==> src/rtl/agm_pkg.sv <==
// rtl/agm_pkg.sv - shared fetch-stage types and constants for the AGM-V fetch unit
package agm_pkg;

    typedef enum logic [2:0] {
        S_IDLE,
        S_REQ,
        S_WAIT,
        S_VALID,
        S_HALT
    } fetch_state_e;

    localparam int CMD_W      = 24;
    localparam int OPCODE_MSB = 23;
    localparam int OPCODE_LSB = 16;

    localparam logic [1:0] IDX_B0 = 2'd0;
    localparam logic [1:0] IDX_B1 = 2'd1;
    localparam logic [1:0] IDX_B2 = 2'd2;

endpackage

==> src/rtl/agm_fetch_assembler.sv <==
// rtl/agm_fetch_assembler.sv - captures three program bytes and publishes the 24-bit command word
module agm_fetch_assembler
    import agm_pkg::*;
#(
    parameter int DATA_W = 8
) (
    input  logic                  clk,
    input  logic                  rst,
    input  logic                  cap_en,
    input  logic [1:0]            idx,
    input  logic [DATA_W-1:0]     rdata,
    output logic [3*DATA_W-1:0]   cmd_word,
    output logic                  ir_load
);

    logic [DATA_W-1:0]   b0_q, b0_d;
    logic [DATA_W-1:0]   b1_q, b1_d;
    logic [3*DATA_W-1:0] word_q, word_d;

    always_comb begin
        b0_d    = b0_q;
        b1_d    = b1_q;
        word_d  = word_q;
        ir_load = 1'b0;
        if (cap_en) begin
            case (idx)
                IDX_B0: b0_d = rdata;
                IDX_B1: b1_d = rdata;
                IDX_B2: begin
                    // byte0 sits at the lowest address, so it lands in the opcode field
                    word_d  = {b0_q, b1_q, rdata};
                    ir_load = 1'b1;
                end
                default: ;
            endcase
        end
    end

    always_ff @(posedge clk or posedge rst) begin
        if (rst) begin
            b0_q   <= '0;
            b1_q   <= '0;
            word_q <= '0;
        end else begin
            b0_q   <= b0_d;
            b1_q   <= b1_d;
            word_q <= word_d;
        end
    end

    assign cmd_word = word_q;

endmodule

==> src/rtl/agm_fetch_unit.sv <==
// rtl/agm_fetch_unit.sv - AGM-V fetch FSM and PC owner; FETCH_WRAP_TRAP_EN traps instructions straddling the end of memory
module agm_fetch_unit
    import agm_pkg::*;
#(
    parameter int                ADDR_W   = 8,
    parameter int                DATA_W   = 8,
    parameter int                MEM_LAT  = 1,
    parameter logic [ADDR_W-1:0] RESET_PC = '0
) (
    input  logic              clk,
    input  logic              rst,
    input  logic              run,
    output logic [ADDR_W-1:0] mem_addr,
    output logic              mem_rd,
    input  logic [DATA_W-1:0] mem_rdata,
    output logic [CMD_W-1:0]  cmd_word,
    output logic [7:0]        opcode,
    output logic              cmd_valid,
    input  logic              cmd_ready,
    output logic              ir_load,
    input  logic              jmp_valid,
    input  logic [ADDR_W-1:0] jmp_addr,
    output logic [ADDR_W-1:0] pc_out,
    output logic              fetch_err
);

    localparam logic [1:0] LAT_LAST = 2'(MEM_LAT - 1);

    fetch_state_e      state_q, state_d;
    logic [ADDR_W-1:0] pc_q, pc_d;
    logic [1:0]        idx_q, idx_d;
    logic [1:0]        lat_q, lat_d;
    logic              cap_en;
`ifdef FETCH_WRAP_TRAP_EN
    logic              err_q, err_d;
`endif

    always_comb begin
        state_d   = state_q;
        pc_d      = pc_q;
        idx_d     = idx_q;
        lat_d     = lat_q;
        cap_en    = 1'b0;
        mem_rd    = 1'b0;
        mem_addr  = '0;
        cmd_valid = 1'b0;
`ifdef FETCH_WRAP_TRAP_EN
        err_d     = err_q;
`endif
        case (state_q)
            S_IDLE: begin
                if (run) state_d = S_REQ;
            end
            S_REQ: begin
                mem_rd   = 1'b1;
                mem_addr = pc_q;
                lat_d    = 2'd0;
                state_d  = S_WAIT;
            end
            S_WAIT: begin
                if (lat_q == LAT_LAST) begin
                    cap_en = 1'b1;
                    pc_d   = pc_q + ADDR_W'(1);
                    if (idx_q == IDX_B2) begin
                        idx_d   = IDX_B0;
                        state_d = S_VALID;
                    end else begin
                        idx_d   = idx_q + 2'd1;
                        state_d = S_REQ;
                    end
`ifdef FETCH_WRAP_TRAP_EN
                    // wrapping before the last byte means the word spans the end of memory
                    if ((&pc_q) && (idx_q != IDX_B2)) begin
                        err_d   = 1'b1;
                        state_d = S_HALT;
                    end
`endif
                end else begin
                    lat_d = lat_q + 2'd1;
                end
            end
            S_VALID: begin
                cmd_valid = 1'b1;
                if (cmd_ready) state_d = S_REQ;
            end
`ifdef FETCH_WRAP_TRAP_EN
            S_HALT: ;
`endif
            default: state_d = S_IDLE;
        endcase

        // a redirect overrides any capture or handshake decided above
        if (jmp_valid) begin
            pc_d = jmp_addr;
            if (state_q != S_IDLE) begin
                cap_en  = 1'b0;
                idx_d   = IDX_B0;
                lat_d   = 2'd0;
                state_d = S_REQ;
`ifdef FETCH_WRAP_TRAP_EN
                err_d   = 1'b0;
`endif
            end
        end
    end

    always_ff @(posedge clk or posedge rst) begin
        if (rst) begin
            state_q <= S_IDLE;
            pc_q    <= RESET_PC;
            idx_q   <= IDX_B0;
            lat_q   <= 2'd0;
`ifdef FETCH_WRAP_TRAP_EN
            err_q   <= 1'b0;
`endif
        end else begin
            state_q <= state_d;
            pc_q    <= pc_d;
            idx_q   <= idx_d;
            lat_q   <= lat_d;
`ifdef FETCH_WRAP_TRAP_EN
            err_q   <= err_d;
`endif
        end
    end

    agm_fetch_assembler #(
        .DATA_W (DATA_W)
    ) u_asm (
        .clk      (clk),
        .rst      (rst),
        .cap_en   (cap_en),
        .idx      (idx_q),
        .rdata    (mem_rdata),
        .cmd_word (cmd_word),
        .ir_load  (ir_load)
    );

    assign opcode = cmd_word[OPCODE_MSB:OPCODE_LSB];
    assign pc_out = pc_q;
`ifdef FETCH_WRAP_TRAP_EN
    assign fetch_err = err_q;
`else
    assign fetch_err = 1'b0;
`endif

endmodule

==> config.mk <==
export PLATFORM = sky130hd
export DESIGN_NAME = agm_fetch_unit
export DESIGN_NICKNAME = d
export VERILOG_FILES = /design/src/rtl/agm_pkg.sv /design/src/rtl/agm_fetch_assembler.sv /design/src/rtl/agm_fetch_unit.sv
export SDC_FILE = /design/constraint.sdc
export NUM_CORES = 1
export LEC_CHECK = 0
export ABC_AREA = 1
export CORE_ASPECT_RATIO = 0.7
export CORE_MARGIN = 1.5
export CORE_UTILIZATION = 48
export DETAILED_ROUTE_END_ITERATION = 10
export PLACE_DENSITY_LB_ADDON = 0.2
export SYNTH_ARGS = -nofsm -noshare
export SYNTH_HDL_FRONTEND = slang
export SYNTH_SLANG_ARGS = --single-unit
export TNS_END_PERCENT = 1
==> constraint.sdc <==
create_clock -name clk -period 1.67 [get_ports clk]
set_input_delay 0.167 -clock clk [delete_from_list [all_inputs] [get_ports clk]]
set_output_delay 0.167 -clock clk [all_outputs]
set_load 0.005 [all_outputs]
==> run_results.csv, run 1 <==
group,metric,value,unit
run_status,status,"finished, final reports clean",
timing,finClkSkew,0.00735,ns
timing,fin_crit_sh,94.2,%
synth,synth_edf_count,0,
global_route,first_global_vias,2240,
global_route,grt_pass1_wl,10800,um
hold_path,hold_path.class,"in -> async",
timing,setup_tns,0,ns
place,place_congestion,0.864,
cts,clk_pin_slew,0.10,ns
synth,yosys_register_bits,55,
synth,yosysMostFrequentCell,"nand2_1",
timing,finalSetupViolCount,0,
job,maxCapViolations,0,
layout,fin_area,3620,sq um
synth,synth.avg_cell_area,7.97,sq um
floorplanning,placementRows,22,
floorplanning,die-area,5990,sq um
route,drt_iter0_markers,193,
place,port_buffers,71,
cts,clock_latency,0.31,ns
route,wl,6460,um
critical_path,critPathLaunchType,"register",
critical_path,critical_path_arrival,1.41,ns
synth,synthesis.area,2660,sq um
timing,fmax,636,MHz
layout,utilization,68.5,%
synth,synth_cells,333,
synth,synth_top_area_share,51.8,%
synth,yosysSeqAreaShare,51.8,%
cts,numClockSinks,55,
timing,setup_ws,0.0966,ns
cts,cts-root-buf,"clkbuf_8",
floorplanning,dieHeight,65.2,um
floorplanning,core,5290,sq um
layout,diodes,0,
layout,nets,442,
power_and_ir_drop,power_density,796,nW/um^2
global_route,grt_start_max_net_pins,44,
floorplanning,die_w,91.9,um
route,drc,0,
synth,yosysUniqueCellTypes,21,
cts,cts_buffer_depth,2,
critical_path,worst-path-max-fanout,2,
route,vias_per_cell,4.85,
global_route,antenna_found_initial,0,
place,place_area,3470,sq um
timing,fin_crit,1.57,ns
synth,yosysWarnings,0,
synth,synthTopCellsByCount,"122 x nand2_1, 63 x nand3_1, 55 x dfrtp_1",
floorplanning,ios,73,
place,dp_slack,-0.00794,ns
timing,slew_viol_final,0,
power_and_ir_drop,vdd_drop_max,0.470,mV
place,dp_hpwl,4500,um
critical_path,critical_path_required,1.50,ns
synth,synth-main-ff-cell,"dfrtp_1",
route,wl_per_cell,13.2,um
critical_path,crit_type,"reg -> out",
route,drt_first_pass_iters,5,
global_route,grtUsageTotal,22.8,%
synth,post-synth-top-area-cell,"dfrtp_1",
synth,synth.area.top_cells,"dfrtp_1 52%, nand2_1 17%, nand3_1 12%, inv_1 3.7%, nor2_1 3.0%",
synth,synthArstFlopShare,100,%
route,ant_nets,0,
critical_path,endpoint_kind,"primary output",
global_route,overflow,0,
timing,rsz0062_at_grt,"false",
cts,cts_buffers,5,
route,vias,2378,
layout,area_delta_synth_final,36.4,%
timing,hold_viol,0,
cts,cts_tree,"done",
power_and_ir_drop,power.leakage,1.92,nW
layout,drive_above_1_share,11.2,%
floorplanning,initial_utilization,50.2,%
cts,htree_num_levels,2,
sequential cells by signal (all words and copies together), names as in the netlist:
| register | count |
|---|---|
| idx_q | 2 |
| lat_q | 2 |
| pc_out | 8 |
| state_q | 3 |
| u_asm.b0_q | 8 |
| u_asm.b1_q | 8 |
| u_asm.cmd_word | 24 |
per-stage QoR:
step           hold slack [ns]  total power, mW  std cells
3_5_place_dp             0.459             2.14        475
2_1_floorplan            0.300             1.85        334
4_1_cts                  0.120             2.89        487
5_1_grt                  0.123             3.03        490
3_3_place_gp             0.455             2.13        475
6_report                 0.117             2.88        490
worst max-delay path: stages, from the launching register on:
cell and delay, ns:
dfrtp_1 0.41, inv_2 0.09, ha_4 0.14, nand4_4 0.11
nor2_4 0.11, nand2_2 0.08, inv_1 0.06, clkbuf_2 0.10
cell usage in the layout, fill, tap and decap left out, types with 4 or more instances in the layout:
| cell | count |
|---|---|
| clkbuf_8 | 5 |
| nand3_1 | 62 |
| dfrtp_1 | 55 |
| nand2_1 | 122 |
| nor2_1 | 21 |
| clkdlybuf4s50_1 | 60 |
| inv_2 | 4 |
| buf_4 | 22 |
| o21ai_0 | 6 |
| dlygate4sd2_1 | 10 |
| inv_1 | 22 |
cell type report:
class	count	area [sq um]
Multi-Input combinational cell	231	1060
Tap cell	72	90.1
Timing Repair Buffer	96	901
Clock buffer	5	68.8
Sequential cell	55	1380
Clock inverter	3	23.8
Inverter	28	105
Fill cell	454	1660
kinds of logic after synthesis:
kind of cell	count (synthesis)	share of synthesized area, %
DFF	55	51.8
buffers and inverters	48	9.19
xor gates and xnor gates	1	0.330
other	1	0.141
and+or+nand+nor	215	34.9
AOI/OAI and AO/OA	9	1.70
adders and majority gates	4	1.89
path summary, 6_finish.rpt:
check	startpoint	endpoint	slack (ns)	depth (start not counted)
setup reg to reg	lat_q[1]	pc_out[0]	0.12	8
setup / recovery	lat_q[1]	ir_load	0.1	7
hold / removal	rst	state_q[0]	0.12	2
max in group asynchronous	rst	pc_out[5]	1.03	3
hold reg to reg	u_asm.cmd_word[1]	u_asm.cmd_word[1]	0.48	2
min in group clk	jmp_addr[1]	pc_out[1]	0.43	3
per-layer routing:
metal  vias up  GRT usage [%]  routed length, um
li1       1206              -                  -
met1      1094           34.4               3180
met2        74           34.4               2830
met3         4           3.59                394
met4         0           5.77                 44
met5         -              0                  0
what timing repair did:
action | 4_1_cts | 5_1_grt
setup buffers | 4 | 3
setup endpoints to repair | 11 | 31
gates resized for setup | 19 | 2
pin swaps | 1 | 1
hold buffers | 0 | 0
power breakdown:
group	switching (mW)	leakage, nW	internal [mW]
clock network	0.457	0.0408	0.301
registers	0.110	0.740	1.47
logic	0.282	1.14	0.266
total	0.848	1.92	2.03
Power figures use the tool's default switching activity.
==> inputs of run 2 (changes only) <==
--- a/config.mk
+++ b/config.mk
@@ -8,8 +8,9 @@
 export ABC_AREA = 1
 export CORE_ASPECT_RATIO = 0.7
 export CORE_MARGIN = 1.5
-export CORE_UTILIZATION = 48
+export CORE_UTILIZATION = 61
 export DETAILED_ROUTE_END_ITERATION = 10
+export DONT_BUFFER_PORTS = 1
 export PLACE_DENSITY_LB_ADDON = 0.2
 export SYNTH_ARGS = -nofsm -noshare
 export SYNTH_HDL_FRONTEND = slang
==> run 2 against run 1 <==
- final cell count is 17% lower
- worst hold slack got worse by 0.11 ns
- largest cell class unchanged
- count of clock-buffer cells in the layout up 1
- highest routed layer unchanged
- the flow now finishes with violations (setup timing)
- die area down 21%
==> run_results.csv, run 2 (synthesis results as in run 1) <==
group,metric,value,unit
layout,multi_input_area,1100,sq um
cts,htree_num_levels,2,
floorplanning,ios,73,
timing,max-slew-margin-rel,60.5,%
timing,fmax,590,MHz
layout,area_delta_synth_final,17.5,%
timing,fin_crit,1.69,ns
critical_path,worst-path-max-fanout,18,
route,wl_per_cell,16.8,um
route,drt_first_pass_iters,5,
global_route,grt_start_max_net_pins,37,
global_route,grt_pass1_wl,10300,um
floorplanning,initial_utilization,65.7,%
place,place_congestion,0.837,
power_and_ir_drop,power_density,973,nW/um^2
layout,utilization,77.2,%
timing,worst_slew_pin_slew,0.591,ns
layout,fin_area,3120,sq um
global_route,overflow,0,
power_and_ir_drop,vdd_drop_max,0.677,mV
hold_path,hold_depth,2,
floorplanning,placementRows,19,
route,vias,2315,
route,drt_iter0_markers,312,
critical_path,worst_path_largest_cell_delay,0.39,ns
critical_path,critPathSlowestCell,"dfrtp_1",
cts,numClockSinks,55,
layout,nets,377,
critical_path,path_depth,9,
critical_path,path_cells,"inv_2 -> ha_4 -> nand4_4 -> nor2_4 -> buf_6 -> buf_12 -> clkbuf_16 -> nand3_1 -> nand2_1",
floorplanning,die-area,4760,sq um
layout,diodes,0,
layout,fillers,282,
place,port_buffers,0,
global_route,antenna_found_initial,0,
run_status,status,"finished with violations",
critical_path,endpoint_kind,"register",
critical_path,reg2regPathDepth,9,
timing,setup_tns,-0.0243,ns
timing,finalSetupViolCount,1,
hold_path,hold_path.class,"in -> reg",
job,maxCapViolations,0,
place,dp_hpwl,3930,um
timing,setup_ws,-0.0243,ns
cts,cts_tree,"done",
cts,cts_buffer_depth,2,
timing,slew_viol_final,0,
cts,clock_latency,0.32,ns
critical_path,path_buf_inv,4,
timing,hold_viol,0,
route,wl,6820,um
timing,finClkSkew,0.00987,ns
layout,regArea,1380,sq um
power_and_ir_drop,power.leakage,1.71,nW
floorplanning,dieHeight,58.2,um
critical_path,critPathLaunchType,"register",
layout,final_common_cell,"nand2_1",
floorplanning,core,4040,sq um
critical_path,crit_type,"reg -> reg",
run_status,failed_checks,"setup timing",
floorplanning,die_w,81.9,um
cts,cts_buffers,5,
route,drc,0,
cts,clk_pin_slew,0.10,ns
critical_path,critical_path_arrival,1.95,ns
global_route,grtUsageTotal,29.3,%
cts,cts-root-buf,"clkbuf_8",
route,ant_nets,0,
place,place_area,2670,sq um
layout,mostFrequentLayoutCells,"121 x nand2_1, 62 x nand3_1, 55 x dfrtp_1",
layout,drive_above_1_share,10.2,%
critical_path,critical_path_required,1.93,ns
route,vias_per_cell,5.72,
layout,largest_reg_flops,24,
timing,fin_crit_sh,101,%
global_route,first_global_vias,2066,
critical_path,critPathTopFamily,"simple AND/OR/NAND/NOR gates",
[run 2: cell types whose count changed in the layout (fill, tap and decap cells not counted), sizes merged]
| cell | before | now |
|---|---|---|
| buf | 25 | 13 |
| bufinv | 0 | 2 |
| dlygate4sd2 | 10 | 0 |
| clkdlybuf4s50 | 60 | 0 |
| nand2 | 125 | 126 |
| inv | 27 | 26 |
| dlygate4sd3 | 0 | 15 |
| clkbuf | 6 | 8 |
| clkinvlp | 2 | 0 |
[run 2: layer usage]
metal / share of wire, % / track usage [%] / wire length, um / vias to the layer above
li1: - / - / - / 1077
met1: 44 / 42.4 / 3030 / 1117
met2: 46 / 42.2 / 3120 / 109
met3: 8.1 / 8.50 / 554 / 12
met4: 1.8 / 10.4 / 123 / 0
met5: 0 / 0 / 0 / -
[run 2: metrics by stage]
stage,power (mW),instances,worst slack (ns),hold slack (ns)
after floorplan,1.85,334,0.160,0.300
after global placement,1.93,374,0.0948,0.0777
after detailed placement,1.94,374,0.0456,0.0791
after CTS,3.01,400,0.00960,0.00199
after global routing,3.18,405,-0.107,0.00312
final,3.03,405,-0.0243,0.00399
[run 2: layout make-up]
type                            count  share of cell area, %
Sequential cell                    55                   44.1
Clock buffer                        6                   2.33
Multi-Input combinational cell    232                   35.3
Inverter                           28                   3.37
Timing Repair Buffer               30                   10.9
Tap cell                           52                   2.09
Clock inverter                      2                   1.92
[run 2: path summary, 6_finish.rpt]
path / start / to / slack [ns]
worst max-delay path: lat_q[0] / u_asm.b0_q[1] / -0.02
worst min-delay path: mem_rdata[2] / u_asm.b0_q[2] / 0.004
worst max register to register: lat_q[0] / u_asm.b0_q[1] / -0.02
worst min register to register: u_asm.b1_q[1] / u_asm.b1_q[1] / 0.48
max in group asynchronous: rst / u_asm.cmd_word[9] / 0.83
min in group asynchronous: rst / u_asm.cmd_word[18] / 0.31
[run 2: report_power, final]
part	switching, mW	internal, mW	total, mW
clock	0.430	0.599	1.03
combinational	0.257	0.154	0.411
sequential	0.127	1.47	1.59
[run 2: timing repair]
item,4_1_cts,5_1_grt
cloned,1,2
resized for setup,10,2
hold endpoints to repair,40,1
buffers inserted,3,2
setup endpoints to repair,2,37
pin swaps,2,2
hold buffers,14,1
[run 2: worst reg2reg max path, stage by stage (launching register included)]
cell,delay (ns)
dfrtp_1,0.39
inv_2,0.10
ha_4,0.15
nand4_4,0.12
nor2_4,0.19
buf_6,0.17
buf_12,0.10
clkbuf_16,0.16
nand3_1,0.13
nand2_1,0.13
